### src/rtl/vga_timing_gen_pkg.sv
// Shared timing defaults, sync-polarity encodings and window decode helper for the VGA timing generator.
package vga_timing_gen_pkg;

  localparam int H_ACTIVE_DEF = 640;
  localparam int H_FP_DEF     = 16;
  localparam int H_SYNC_DEF   = 96;
  localparam int H_BP_DEF     = 48;
  localparam int V_ACTIVE_DEF = 480;
  localparam int V_FP_DEF     = 10;
  localparam int V_SYNC_DEF   = 2;
  localparam int V_BP_DEF     = 33;

  localparam logic SYNC_ACTIVE_LOW  = 1'b0;
  localparam logic SYNC_ACTIVE_HIGH = 1'b1;

  localparam int CNT_W  = 10;
  localparam int FCNT_W = 8;
  localparam int MAX_TOTAL = 1 << CNT_W;

  // Inclusive window test on a raw position count.
  function automatic logic in_window(logic [CNT_W-1:0] pos, int lo, int hi);
    return (int'(pos) >= lo) && (int'(pos) <= hi);
  endfunction

endpackage

### src/rtl/vga_mod_counter.sv
// Modulo-N counter with enable, async active-low reset to N-1 and a registered wrap flag
// (high while count==N-1). count_nxt exposes the value the next enabled edge will load.
module vga_mod_counter
  import vga_timing_gen_pkg::*;
#(
  parameter int N = 800,
  parameter int W = CNT_W
) (
  input  logic         clk,
  input  logic         rst_n,
  input  logic         en,
  output logic [W-1:0] count,
  output logic [W-1:0] count_nxt,
  output logic         wrap
);

  localparam logic [W-1:0] LAST = W'(N - 1);

  always_comb begin
    count_nxt = count;
    if (en) count_nxt = (count == LAST) ? '0 : count + 1'b1;
  end

  always_ff @(posedge clk or negedge rst_n) begin
    if (!rst_n) begin
      count <= LAST;
      wrap  <= 1'b1;
    end else if (en) begin
      count <= count_nxt;
      wrap  <= (count_nxt == LAST);
    end
  end

endmodule

### src/rtl/vga_timing_gen.sv
// VGA pixel-timing generator: raw x/y counts, sync/active decodes and line/frame strobes.
// Define VGA_TIMING_FRAMECNT_EN to add the endframe strobe and 8-bit completed-frame counter.
module vga_timing_gen
  import vga_timing_gen_pkg::*;
#(
  parameter int   H_ACTIVE = H_ACTIVE_DEF,
  parameter int   H_FP     = H_FP_DEF,
  parameter int   H_SYNC   = H_SYNC_DEF,
  parameter int   H_BP     = H_BP_DEF,
  parameter int   V_ACTIVE = V_ACTIVE_DEF,
  parameter int   V_FP     = V_FP_DEF,
  parameter int   V_SYNC   = V_SYNC_DEF,
  parameter int   V_BP     = V_BP_DEF,
  parameter logic SYNC_POL = SYNC_ACTIVE_LOW
) (
  input  logic             clk,
  input  logic             rst_n,
  input  logic             px_en,
  output logic             hsync,
  output logic             vsync,
  output logic             activevideo,
  output logic [CNT_W-1:0] x_px,
  output logic [CNT_W-1:0] y_px,
  output logic             line_start,
  output logic             frame_start
`ifdef VGA_TIMING_FRAMECNT_EN
  ,
  output logic              endframe,
  output logic [FCNT_W-1:0] frame_cnt
`endif
);

  localparam int H_TOTAL = H_ACTIVE + H_FP + H_SYNC + H_BP;
  localparam int V_TOTAL = V_ACTIVE + V_FP + V_SYNC + V_BP;

  generate
    if (H_TOTAL > MAX_TOTAL || V_TOTAL > MAX_TOTAL) begin : g_total_check
      $error("vga_timing_gen: H_TOTAL/V_TOTAL must not exceed 1024");
    end
  endgenerate

  localparam logic [CNT_W-1:0] H_ACT_W = CNT_W'(H_ACTIVE);
  localparam logic [CNT_W-1:0] V_ACT_W = CNT_W'(V_ACTIVE);

  logic [CNT_W-1:0] h, h_nxt, v, v_nxt;
  logic             h_wrap, v_wrap;
  logic             hsync_nxt, vsync_nxt, active_nxt;

  vga_mod_counter #(.N(H_TOTAL), .W(CNT_W)) u_h_cnt (
    .clk       (clk),
    .rst_n     (rst_n),
    .en        (px_en),
    .count     (h),
    .count_nxt (h_nxt),
    .wrap      (h_wrap)
  );

  vga_mod_counter #(.N(V_TOTAL), .W(CNT_W)) u_v_cnt (
    .clk       (clk),
    .rst_n     (rst_n),
    .en        (px_en & h_wrap),
    .count     (v),
    .count_nxt (v_nxt),
    .wrap      (v_wrap)
  );

  assign x_px = h;
  assign y_px = v;

  // Decode the position being loaded this edge so outputs line up with x_px/y_px.
  always_comb begin
    hsync_nxt  = in_window(h_nxt, H_ACTIVE + H_FP, H_ACTIVE + H_FP + H_SYNC - 1) ? SYNC_POL : ~SYNC_POL;
    vsync_nxt  = in_window(v_nxt, V_ACTIVE + V_FP, V_ACTIVE + V_FP + V_SYNC - 1) ? SYNC_POL : ~SYNC_POL;
    active_nxt = (h_nxt < H_ACT_W) && (v_nxt < V_ACT_W);
  end

  always_ff @(posedge clk or negedge rst_n) begin
    if (!rst_n) begin
      hsync       <= ~SYNC_POL;
      vsync       <= ~SYNC_POL;
      activevideo <= 1'b0;
      line_start  <= 1'b0;
      frame_start <= 1'b0;
    end else if (px_en) begin
      hsync       <= hsync_nxt;
      vsync       <= vsync_nxt;
      activevideo <= active_nxt;
      line_start  <= h_wrap;
      frame_start <= h_wrap & v_wrap;
    end
  end

`ifdef VGA_TIMING_FRAMECNT_EN
  localparam logic [CNT_W-1:0] H_LAST_ACT = CNT_W'(H_ACTIVE - 1);
  localparam logic [CNT_W-1:0] V_LAST_ACT = CNT_W'(V_ACTIVE - 1);

  logic endframe_nxt;
  assign endframe_nxt = (h_nxt == H_LAST_ACT) && (v_nxt == V_LAST_ACT);

  // Counter bumps with the endframe rise, so it is settled for the following blanking.
  always_ff @(posedge clk or negedge rst_n) begin
    if (!rst_n) begin
      endframe  <= 1'b0;
      frame_cnt <= '0;
    end else if (px_en) begin
      endframe <= endframe_nxt;
      if (endframe_nxt) frame_cnt <= frame_cnt + 1'b1;
    end
  end
`endif

endmodule
### config.mk
export PLATFORM = sky130hd
export DESIGN_NAME = vga_timing_gen
export DESIGN_NICKNAME = d
export VERILOG_FILES = /design/src/rtl/vga_timing_gen_pkg.sv /design/src/rtl/vga_mod_counter.sv /design/src/rtl/vga_timing_gen.sv
export SDC_FILE = /design/constraint.sdc
export NUM_CORES = 1
export LEC_CHECK = 0
export ABC_AREA = 0
export CAP_MARGIN = 0
export CORE_UTILIZATION = 53
export DETAILED_ROUTE_END_ITERATION = 12
export PLACE_DENSITY = 0.82
export SLEW_MARGIN = 20
export SYNTH_ARGS = -nofsm -noshare
export SYNTH_HDL_FRONTEND = slang
export SYNTH_SLANG_ARGS = --single-unit
### constraint.sdc
create_clock -name clk -period 3.2 [get_ports clk]
set_input_delay 0.64 -clock clk [delete_from_list [all_inputs] [get_ports clk]]
set_output_delay 0.64 -clock clk [all_outputs]
set_load 0.05 [all_outputs]
==> metrics.md, run 1 <==
| Metric | Value |
|---|---|
| Layout cells sized above 1 | 0.121 |
| Syn_area_per_cell | 8.70 um^2 |
| Leak Pwr | 0.778 nW |
| GP Congestion | between 0.9 and 1 |
| Core area | 3130 um^2 |
| GRT overflow | 0 |
| Number of fill cells | 250 |
| Routed vias | about 1,600 |
| Reg2reg path depth | 7 |
| Fin Clk Skew | ~0.0034 ns |
| Starting Density | 0.573 |
| FF-to-FF Start | u_v_cnt.count[1] |
| Initial DRC count | 115 |
| Crit path launch type | input pin |
| Top cells by count, synth | nand2_1, dfstp_2, clkbuf_1, dfrtp_1, xnor2_1 |
| Netlist cell types | 50 |
| CTS Sinks | 27 |
| Arr. time, crit path | 2.79 ns |
| Switch share | 0.405 |
| Mux cell area share after synthesis | 0.00559 |
| Ant. Diodes | 0 |
| Post-route ant nets | 0 |
| Root buffer cell | clkbuf_4 |
| Synth Instances | 206 |
| GRT Util Overall | 0.268 |
| Initial antenna violation count | 0 |
| Relative slew slack | 0.378 |
| Outcome | finished, final reports clean |
| Ys Warns | 0 |
| Post-synth top flop | dfstp_2 |
| Max Fclk | 390 MHz |
| Synth Cell Area | 1790 um^2 |
| Die Area | 3620 um^2 |
| Req. time, crit path | 3.43 ns |
| Final core occ | 0.671 |
| DP Wirelength | ~3100 um |
| Seq/Total Area, Yosys | 0.387 |
| Post-route setup TNS | 0 ns |
| Hold Fails Final Rpt | 0 |
| Io pins | 28 |
| Max FO, Critical Path | 9 |
| P_int | 0.551 mW |
| Via density | 6.09 |
| Area growth syn-to-layout | 17.1% |
| Area contributors post-synth | dfstp_2, dfrtp_1, xnor2_1 |
| Combinational share of power | 0.329 |
| Cell area power density | roughly 440 nW/um^2 |
| Drt wl/cell | about 16 um |
| Power Total | 0.926 mW |
| Maximum VDD drop | 0.360 mV |
| Sequential power share | 0.510 |
| Synth top area share | 0.205 |
| Worst-margin pin slew | 0.930 ns |
| H-tree levels | 1 |
| Final Max Slew Viols | 0 |
| XOR/XNOR Fraction of Synth Area | 0.0831 |
| IO Port Bufs | 27 |
| Setup Buffers After CTS | 0 |
| FFs w/ async S/R, synth | 1.00 |
| TritonCTS clock tree | done |
| Worst Hold Slack | 0.508 ns |
| Hold Path Depth | 1 |
| Fin crit share | 0.801 |
| Most frequent cell after synthesis | nand2_1 |
| FP Rows | 20 |
| NetSw | 0.375 mW |
| Clk pwr share | 0.161 |
| Post-synthesis compound-gate area fraction | 0.164 |
| Final wirelength | roughly 4300 um |
| Critical R2R Capture | vsync |
| Reg2Reg Setup Slack | 0.72 ns |
| Max Cap Violations | 0 |
| Post-synth EDFFs | 0 |
| Clock Latency Late Sink | approximately 0.33 ns |
| Crit path from | px_en |
| Syn Nets | 212 |
| Crit path time final | 2.56 ns |
| Nature of the critical path endpoint | flip-flop |
| Hold Crit Endpoint | line_start |
| Largest net degree at the start of global routing | 22 |
| Die Y | between 60 and 70 um |
| First-pass GRT wire length | 7250 um |
| DRT Pass-1 Iters | 4 |
| Critical path class | in2reg |
| Final setup vio count | 0 |
| Adder-Cell Fraction of Synth Area | 0.0209 |
| Die Wd | 60.1 um |
| Hold_sp | line_start |
| CTS Buf Count | 3 |
| Vias in the first global route | 1,493 |
| Post-synth top area cell | dfstp_2 |
| Number of gates resized after cts | 0 |
| Simple-gate area share of the yosys netlist | 0.274 |
| Main combinational cell family by area after synthesis | simple AND/OR/NAND/NOR gates |
| Remaining DRCs | 0 |
| Final-stage net count | around 230 |
| Hold Path Class | reg2reg |
| Hold-fix buffers, CTS | 0 |
| RSZ-0062 raised after global routing | no |
| CTS max path bufs | 2 |
| Clock-pin slew on the worst setup and hold paths | 0.14 ns |
| Synth Register Bits | 27 |
## per-layer routing
layer,wire [um],track usage,vias to the layer above
met1,2010,0.409,754
li1,-,-,784
met3,355,0.0498,4
met2,1880,0.380,89
met4,42,0.0731,0
met5,0,0,-
## state kept, by name, indices dropped and copies added, names as in the netlist, named ones only
register,cells
u_h_cnt.wrap,1
frame_start,1
hsync,1
u_v_cnt.wrap,1
u_v_cnt.count,9
activevideo,1
u_h_cnt.count,10
line_start,1
vsync,1
## cells in the final DEF, fill, tap and decap left out, types with 4 or more instances in the layout
cell type,instances
a21oi_1,6
nand3_1,7
xor2_1,4
xnor2_1,13
inv_1,11
o21ai_0,9
nand4_1,9
nor4_1,6
dfstp_2,14
nor3_1,12
nand2_1,20
a31oi_1,4
buf_4,4
clkdlybuf4s50_1,27
nor2_1,12
dfrtp_1,13
## worst max path at each step
stage | endpoint | slack [ns] | depth (start not counted)
floorplan | activevideo | 0.67 | 8
global placement | activevideo | 0.44 | 7
detailed placement | activevideo | 0.35 | 7
CTS | u_h_cnt.wrap | 0.68 | 7
global route | u_h_cnt.wrap | 0.50 | 7
finish | activevideo | 0.64 | 7
## worst max-delay path, cell delays in order
cell and delay [ns]:
clkdlybuf4s50_1 0.62, buf_4 0.21, nand4_1 0.36, or3_1 0.44, a21oi_1 0.19, nor4_2 0.07, a32o_1 0.26
## final cells by class
class                      instances  area (um^2)  share of cell area
clock buffer                       4         26.3              0.0125
inverter                          11         41.3              0.0197
multi-input combinational        151          982               0.468
sequential                        27          693               0.330
tap                               44         55.1              0.0262
timing repair buffer              31          300               0.143
## metrics by stage
step | instance area [um^2] | instances | worst slack [ns]
floorplan | 1790 | 206 | 0.671
global placement | 2070 | 264 | 0.444
detailed placement | 2070 | 264 | 0.349
CTS | 2100 | 268 | 0.680
global route | 2100 | 268 | 0.495
finish | 2100 | 268 | 0.636
## power by group through the flow
stage | logic (mW) | registers (mW) | clock network (mW)
2_1_floorplan | 0.134 | 0.545 | 0
3_3_place_gp | 0.299 | 0.470 | 0
3_5_place_dp | 0.302 | 0.474 | 0
4_1_cts | 0.303 | 0.468 | 0.154
5_1_grt | 0.322 | 0.482 | 0.168
6_report | 0.304 | 0.472 | 0.149
## cell families (layout without fill, tap and decap cells)
logic type / after synthesis / after routing
AOI/OAI and AO/OA: 42 / 42
xor gates and xnor gates: 17 / 17
adders and majority gates: 3 / 3
muxes: 1 / 1
DFF: 27 / 27
buffers and inverters: 28 / 46
and+or+nand+nor: 88 / 88
Note: power is estimated with default switching activity, not from simulation.
==> run 2, diff against run 1 <==
==> constraint.sdc (replaced) <==
create_clock -name clk -period 2.5 [get_ports clk]
set_input_delay 0.5 -clock clk [delete_from_list [all_inputs] [get_ports clk]]
set_output_delay 0.5 -clock clk [all_outputs]
set_load 0.05 [all_outputs]
==> run 2 against run 1 <==
Against the previous run: combinational power is 30% higher; global-route usage is 1.6 points higher; first-iteration DRC count is 9.6% higher; critical path depth is 6 lower; critical path type is now reg2out; via count is 4.9% higher; sequential share of layout area is 1.4 points lower; sequential power is 28% higher; utilization is 3.2 points higher; flip-flop and latch count stayed put; worst hold slack worse by 0.0062 ns; cell count is 4.5% higher.
==> metrics.md, run 2 (same netlist as run 1, synthesis figures left out) <==
| Metric | Value |
|---|---|
| Outcome | finished, final reports clean |
| P_int | 0.709 mW (+29%) |
| Final-stage net count | 243 (+5.2%) |
| DP Wirelength | 3430 um (+10%) |
| CTS max path bufs | 2 (unchanged) |
| TritonCTS clock tree | done |
| FP Rows | 20 (unchanged) |
| Place WS | 0.0623 ns (-0.286 ns) |
| CTS Sinks | 27 (unchanged) |
| Power Total | 1.21 mW (+30%) |
| Fin crit share | 0.944 |
| Cell area power density | 549 nW/um^2 (+24%) |
| Die Y | 60.1 um (unchanged) |
| Vias in the first global route | 1,630 (+9.2%) |
| Initial antenna violation count | 0 (unchanged) |
| Ant. Diodes | 0 (unchanged) |
| RSZ-0062 raised after global routing | no |
| Max FO, Critical Path | 11 (+2) |
| Setup WS post-layout | 0.139 ns (-0.497 ns) |
| Critical path, cell by cell | clkdlybuf4s50_1 |
| Max reg flops | 10 (unchanged) |
| Hold Fails Final Rpt | 0 (unchanged) |
| Largest Register | u_h_cnt.count |
| Nature of the critical path endpoint | primary output |
| Via density | 6.11 (+0.41%) |
| Final wirelength | 4590 um (+7.0%) |
| Arr. time, crit path | 1.86 ns (-0.93 ns) |
| Maximum VDD drop | 0.394 mV (+9.4%) |
| First-pass GRT wire length | 7710 um (+6.4%) |
| Layout cells sized above 1 | 0.182 (+0.0617) |
| DRT Pass-1 Iters | 4 (unchanged) |
| Root buffer cell | clkbuf_4 |
| Sequential power share | 0.502 (-0.008) |
| Die Wd | 60.1 um (unchanged) |
| Leak Pwr | 0.839 nW (+7.9%) |
| Worst-margin pin slew | 0.502 ns (-0.428 ns) |
| Critical path class | reg2out |
| GP Congestion | 1.01 (+1.7%) |
| Req. time, crit path | 2.00 ns (-1.43 ns) |
| Clk pwr share | 0.170 (+0.009) |
| Crit path time final | 2.36 ns |
| Final Max Slew Viols | 0 (unchanged) |
| Starting Density | 0.573 (unchanged) |
| Drt wl/cell | 16.4 um (+2.4%) |
| Setup Buffers After CTS | 0 (unchanged) |
| Area growth syn-to-layout | 22.7% |
| Die Area | 3620 um^2 (unchanged) |
| IO Port Bufs | 27 (unchanged) |
| Routed vias | 1,711 (+4.9%) |
| Maximum single-stage delay on the critical path | 0.84 ns (+0.22 ns) |
| NetSw | 0.498 mW (+33%) |
| Io pins | 28 (unchanged) |
| Post-route setup TNS | 0 ns (unchanged) |
| Fin Clk Skew | 0.00629 ns (+0.00287 ns) |
| Combinational share of power | 0.328 (about the same) |
| Clock Latency Late Sink | 0.34 ns (about the same) |
| Largest net degree at the start of global routing | 28 (+27%) |
| Top delay family on crit path | buffers and inverters |
| Max Fclk | 424 MHz |
| Initial DRC count | 126 (+9.6%) |
| Final setup vio count | 0 (unchanged) |
| Switch share | 0.413 (+0.00731) |
| Remaining DRCs | 0 (unchanged) |
| Most common cell after layout, fill and taps aside | clkdlybuf4s50_1 |
| Relative slew slack | 0.664 (+0.286) |
| GRT Util Overall | 0.284 (+0.0159) |
| Critical path's slowest cell | clkdlybuf4s50_1 |
| Core area | 3130 um^2 (unchanged) |
| H-tree levels | 1 (unchanged) |
| GRT overflow | 0 (unchanged) |
| Max Cap Violations | 0 (unchanged) |
| Hold Path Class | in2async |
| Critical path buffer and inverter count | 1 (-1) |
| Top Registers | u_h_cnt.count x10, u_v_cnt.count x9 |
| Most frequent cells in the layout | clkdlybuf4s50_1, nand2_1, buf_4 |
| Post-route ant nets | 0 (unchanged) |
| CTS Buf Count | 3 (unchanged) |
| Clock-pin slew on the worst setup and hold paths | 0.16 ns (+0.02 ns) |
| Crit path launch type | flip-flop |
run 2: cell count changes in the layout (fill, tap and decap cells not counted):
cell and delta:
a211oi_2 +1, a211oi_1 -1, buf_4 +12, inv_4 +1
clkbuf_1 -1, dfrtp_1 -2, dfrtp_2 +2
run 2: power by group through the flow:
stage / logic, mW / clock network (mW) / registers, mW
floorplan: 0.171 / 0 / 0.697
global placement: 0.388 / 0 / 0.598
detailed placement: 0.396 / 0 / 0.611
CTS: 0.397 / 0.211 / 0.603
global route: 0.426 / 0.221 / 0.616
finish: 0.396 / 0.205 / 0.606
run 2: metrics by stage:
stage	instances	area (um^2)	utilization	hold slack, ns
3_5_place_dp	276	2160	0.692	0.472
4_1_cts	280	2190	0.701	0.510
5_1_grt	280	2200	0.703	0.522
3_3_place_gp	276	2160	0.692	0.470
6_report	280	2200	0.703	0.502
2_1_floorplan	206	1790	-	0.204
run 2: repair_timing:
action	in CTS	in global routing
endpoints found under the setup margin	0	1
resized for setup	0	1
endpoints found under the hold margin	0	0
hold buffers	0	0
run 2: final timing paths:
check / from / endpoint / slack, ns / cells after the start
max: flip-flop / y_px[2] / 0.14 / 1
min: rst_n / u_h_cnt.count[5] / 0.50 / 2
max reg2reg: u_v_cnt.count[0] / activevideo / 0.19 / 7
min reg2reg: line_start / line_start / 0.51 / 1
max in group asynchronous: rst_n / u_v_cnt.count[9] / 1.69 / 2
min in group clk: line_start / line_start / 0.51 / 1
run 2: area by class of cell:
| class | count | area (um^2) |
|---|---|---|
| Fill cell | 264 | 930 |
| Multi-Input combinational cell | 151 | 987 |
| Tap cell | 44 | 55.1 |
| Sequential cell | 27 | 696 |
| Clock buffer | 3 | 22.5 |
| Inverter | 11 | 41.3 |
| Timing Repair Buffer | 43 | 390 |
| Clock inverter | 1 | 6.26 |
run 2: routing by layer:
| layer | up-vias | share of wire | GRT usage |
|---|---|---|---|
| met1 | 802 | 0.46 | 0.424 |
| met5 | - | 0 | 0 |
| met3 | 4 | 0.077 | 0.0346 |
| met4 | 0 | 0.0052 | 0.0565 |
| met2 | 94 | 0.46 | 0.438 |
| li1 | 811 | - | - |
==> run 3, diff against run 2 <==
--- a/config.mk
+++ b/config.mk
@@ -9,7 +9,7 @@
 export CAP_MARGIN = 0
 export CORE_UTILIZATION = 53
 export DETAILED_ROUTE_END_ITERATION = 12
-export PLACE_DENSITY = 0.82
+export PLACE_DENSITY = 0.79
 export SLEW_MARGIN = 20
 export SYNTH_ARGS = -nofsm -noshare
 export SYNTH_HDL_FRONTEND = slang
==> run 3 against run 2 <==
Against the previous run: wire length decreased by 2.1%; largest cell class unchanged; critical path depth increased by 6; maximum frequency about the same; combinational power about the same; cell area increased by 0.85%; first-iteration DRC count decreased by 12%; die area unchanged; sequential power decreased by 1%; worst hold slack got worse by 0.015 ns; highest routed layer unchanged.
==> metrics.md, run 3 (same netlist as run 1, synthesis figures left out) <==
| Metric | Value |
|---|---|
| Outcome | finished, final reports clean |
| Vias in the first global route | 1,508 (-7.5%) |
| GRT Util Overall | 0.279 (-0.00435) |
| Post-route ant nets | 0 (unchanged) |
| Critical path buffer and inverter count | 1 (unchanged) |
| CTS Sinks | 27 (unchanged) |
| GRT overflow | 0 (unchanged) |
| Largest net degree at the start of global routing | 28 (unchanged) |
| Nature of the critical path endpoint | flip-flop |
| Setup Buffers After CTS | 0 (unchanged) |
| Die Area | 3620 um^2 (unchanged) |
| TritonCTS clock tree | done |
| Cell area power density | 544 nW/um^2 (-0.90%) |
| Post-route setup TNS | 0 ns (unchanged) |
| GP Congestion | 0.923 (-8.3%) |
| Setup WS post-layout | 0.140 ns (+0.00108 ns) |
| Max reg flops | 10 (unchanged) |
| Hold-fix buffers, CTS | 0 (unchanged) |
| Io pins | 28 (unchanged) |
| Ant. Diodes | 0 (unchanged) |
| H-tree levels | 1 (unchanged) |
| Die Y | 60.1 um (unchanged) |
| Critical path class | reg2reg |
| Remaining DRCs | 0 (unchanged) |
| Maximum VDD drop | 0.597 mV (+52%) |
| FP Rows | 20 (unchanged) |
| Number of gates resized after cts | 0 (unchanged) |
| Crit path launch type | flip-flop |
| Max Cap Violations | 0 (unchanged) |
| Initial antenna violation count | 0 (unchanged) |
| First-pass GRT wire length | 7500 um (-2.8%) |
| CTS Buf Count | 3 (unchanged) |
| Largest Register | u_h_cnt.count |
| Most common cell after layout, fill and taps aside | clkdlybuf4s50_1 |
| Max Fclk | 424 MHz (about the same) |
| IO Port Bufs | 27 (unchanged) |
| Via density | 5.99 (-1.9%) |
| Number of fill cells | 267 (+1.1%) |
| Max FO, Critical Path | 3 (-8) |
| Final setup vio count | 0 (unchanged) |
| Top Registers | u_h_cnt.count x10, u_v_cnt.count x9 |
| Starting Density | 0.573 (unchanged) |
| DP Wirelength | 3380 um (-1.5%) |
| RSZ-0062 raised after global routing | no |
| Req. time, crit path | 2.78 ns (+0.78 ns) |
| Crit path time final | 2.36 ns (-0.00108 ns) |
| Core area | 3130 um^2 (unchanged) |
| Routed vias | 1,696 (-0.88%) |
| Layout cells sized above 1 | 0.188 (+0.00608) |
| Final wirelength | 4500 um (-2.1%) |
| Maximum single-stage delay on the critical path | 0.49 ns (-0.35 ns) |
| Critical path's slowest cell | or4b_4 |
| CTS max path bufs | 2 (unchanged) |
| Leak Pwr | 0.846 nW (+0.84%) |
| Hold Fails Final Rpt | 0 (unchanged) |
| Relative slew slack | 0.661 (-0.00278) |
| Fin crit share | 0.944 (about the same) |
| Root buffer cell | clkbuf_4 |
| Fin Clk Skew | 0.00522 ns (-0.00107 ns) |
| Arr. time, crit path | 2.64 ns (+0.78 ns) |
| Die Wd | 60.1 um (unchanged) |
| Place WS | -0.0250 ns (-0.0873 ns) |
| Final-stage net count | 246 (+1.2%) |
| Most frequent cells in the layout | clkdlybuf4s50_1, nand2_1, buf_4 |
| Critical path, cell by cell | inv_1 -> ha_1 -> or4b_4 -> or4_4 -> o211a_2 -> a211oi_1 -> a41oi_1 |
| Clock Latency Late Sink | 0.35 ns (about the same) |
| Final Max Slew Viols | 0 (unchanged) |
| Initial DRC count | 111 (-12%) |
| Hold Path Class | in2async |
| Clock-pin slew on the worst setup and hold paths | 0.16 ns (about the same) |
| DRT Pass-1 Iters | 4 (unchanged) |
| Top delay family on crit path | simple AND/OR/NAND/NOR gates |
| Worst-margin pin slew | 0.506 ns (+0.00416 ns) |
| Area growth syn-to-layout | 23.7% |
| Drt wl/cell | 15.9 um (-3.1%) |
-- run 3: worst paths after layout --
check,from,to,slack [ns],depth (start not counted)
max reg2reg,u_v_cnt.count[1],vsync,0.14,7
min reg2reg,line_start,line_start,0.50,1
min,rst_n,u_v_cnt.count[6],0.49,2
min in group clk,line_start,line_start,0.50,1
max,u_v_cnt.count[1],vsync,0.14,7
max in group asynchronous,rst_n,u_h_cnt.count[4],1.70,2
-- run 3: layout make-up --
cell class,instances,area (um^2),share of cell area
inverters,11,41.3,0.0186
multi-input cells,151,982,0.443
repair buffers,46,413,0.186
clock buffers,3,22.5,0.0102
well taps,44,55.1,0.0248
flip-flops and latches,27,696,0.314
clock inverters,1,7.51,0.00339
-- run 3: layer usage --
metal / track usage / wire length (um)
met1: 0.451 / 2210
met2: 0.378 / 1930
met3: 0.0303 / 293
met4: 0.0897 / 55
met5: 0 / 0
-- run 3: worst reg2reg max path, stage by stage, from the launching register on --
cell and delay [ns]:
dfrtp_2 0.43, inv_1 0.08, ha_1 0.16, or4b_4 0.49, or4_4 0.44, o211a_2 0.18, a211oi_1 0.33, a41oi_1 0.17
-- run 3: power by group --
part | switching (mW) | internal, mW
combinational | 0.256 | 0.143
clock | 0.147 | 0.0616
sequential | 0.0950 | 0.504
total | 0.498 | 0.709
-- run 3: metrics by stage --
step                      power (mW)  cells  instance area, um^2  hold slack, ns  utilization
after floorplan                0.868    206                 1790           0.204            -
after global placement         0.987    279                 2190           0.470        0.699
after detailed placement       0.999    279                 2190           0.472        0.699
after CTS                       1.20    283                 2220           0.498        0.709
after global routing            1.26    283                 2220           0.521        0.709
final                           1.21    283                 2220           0.487        0.709
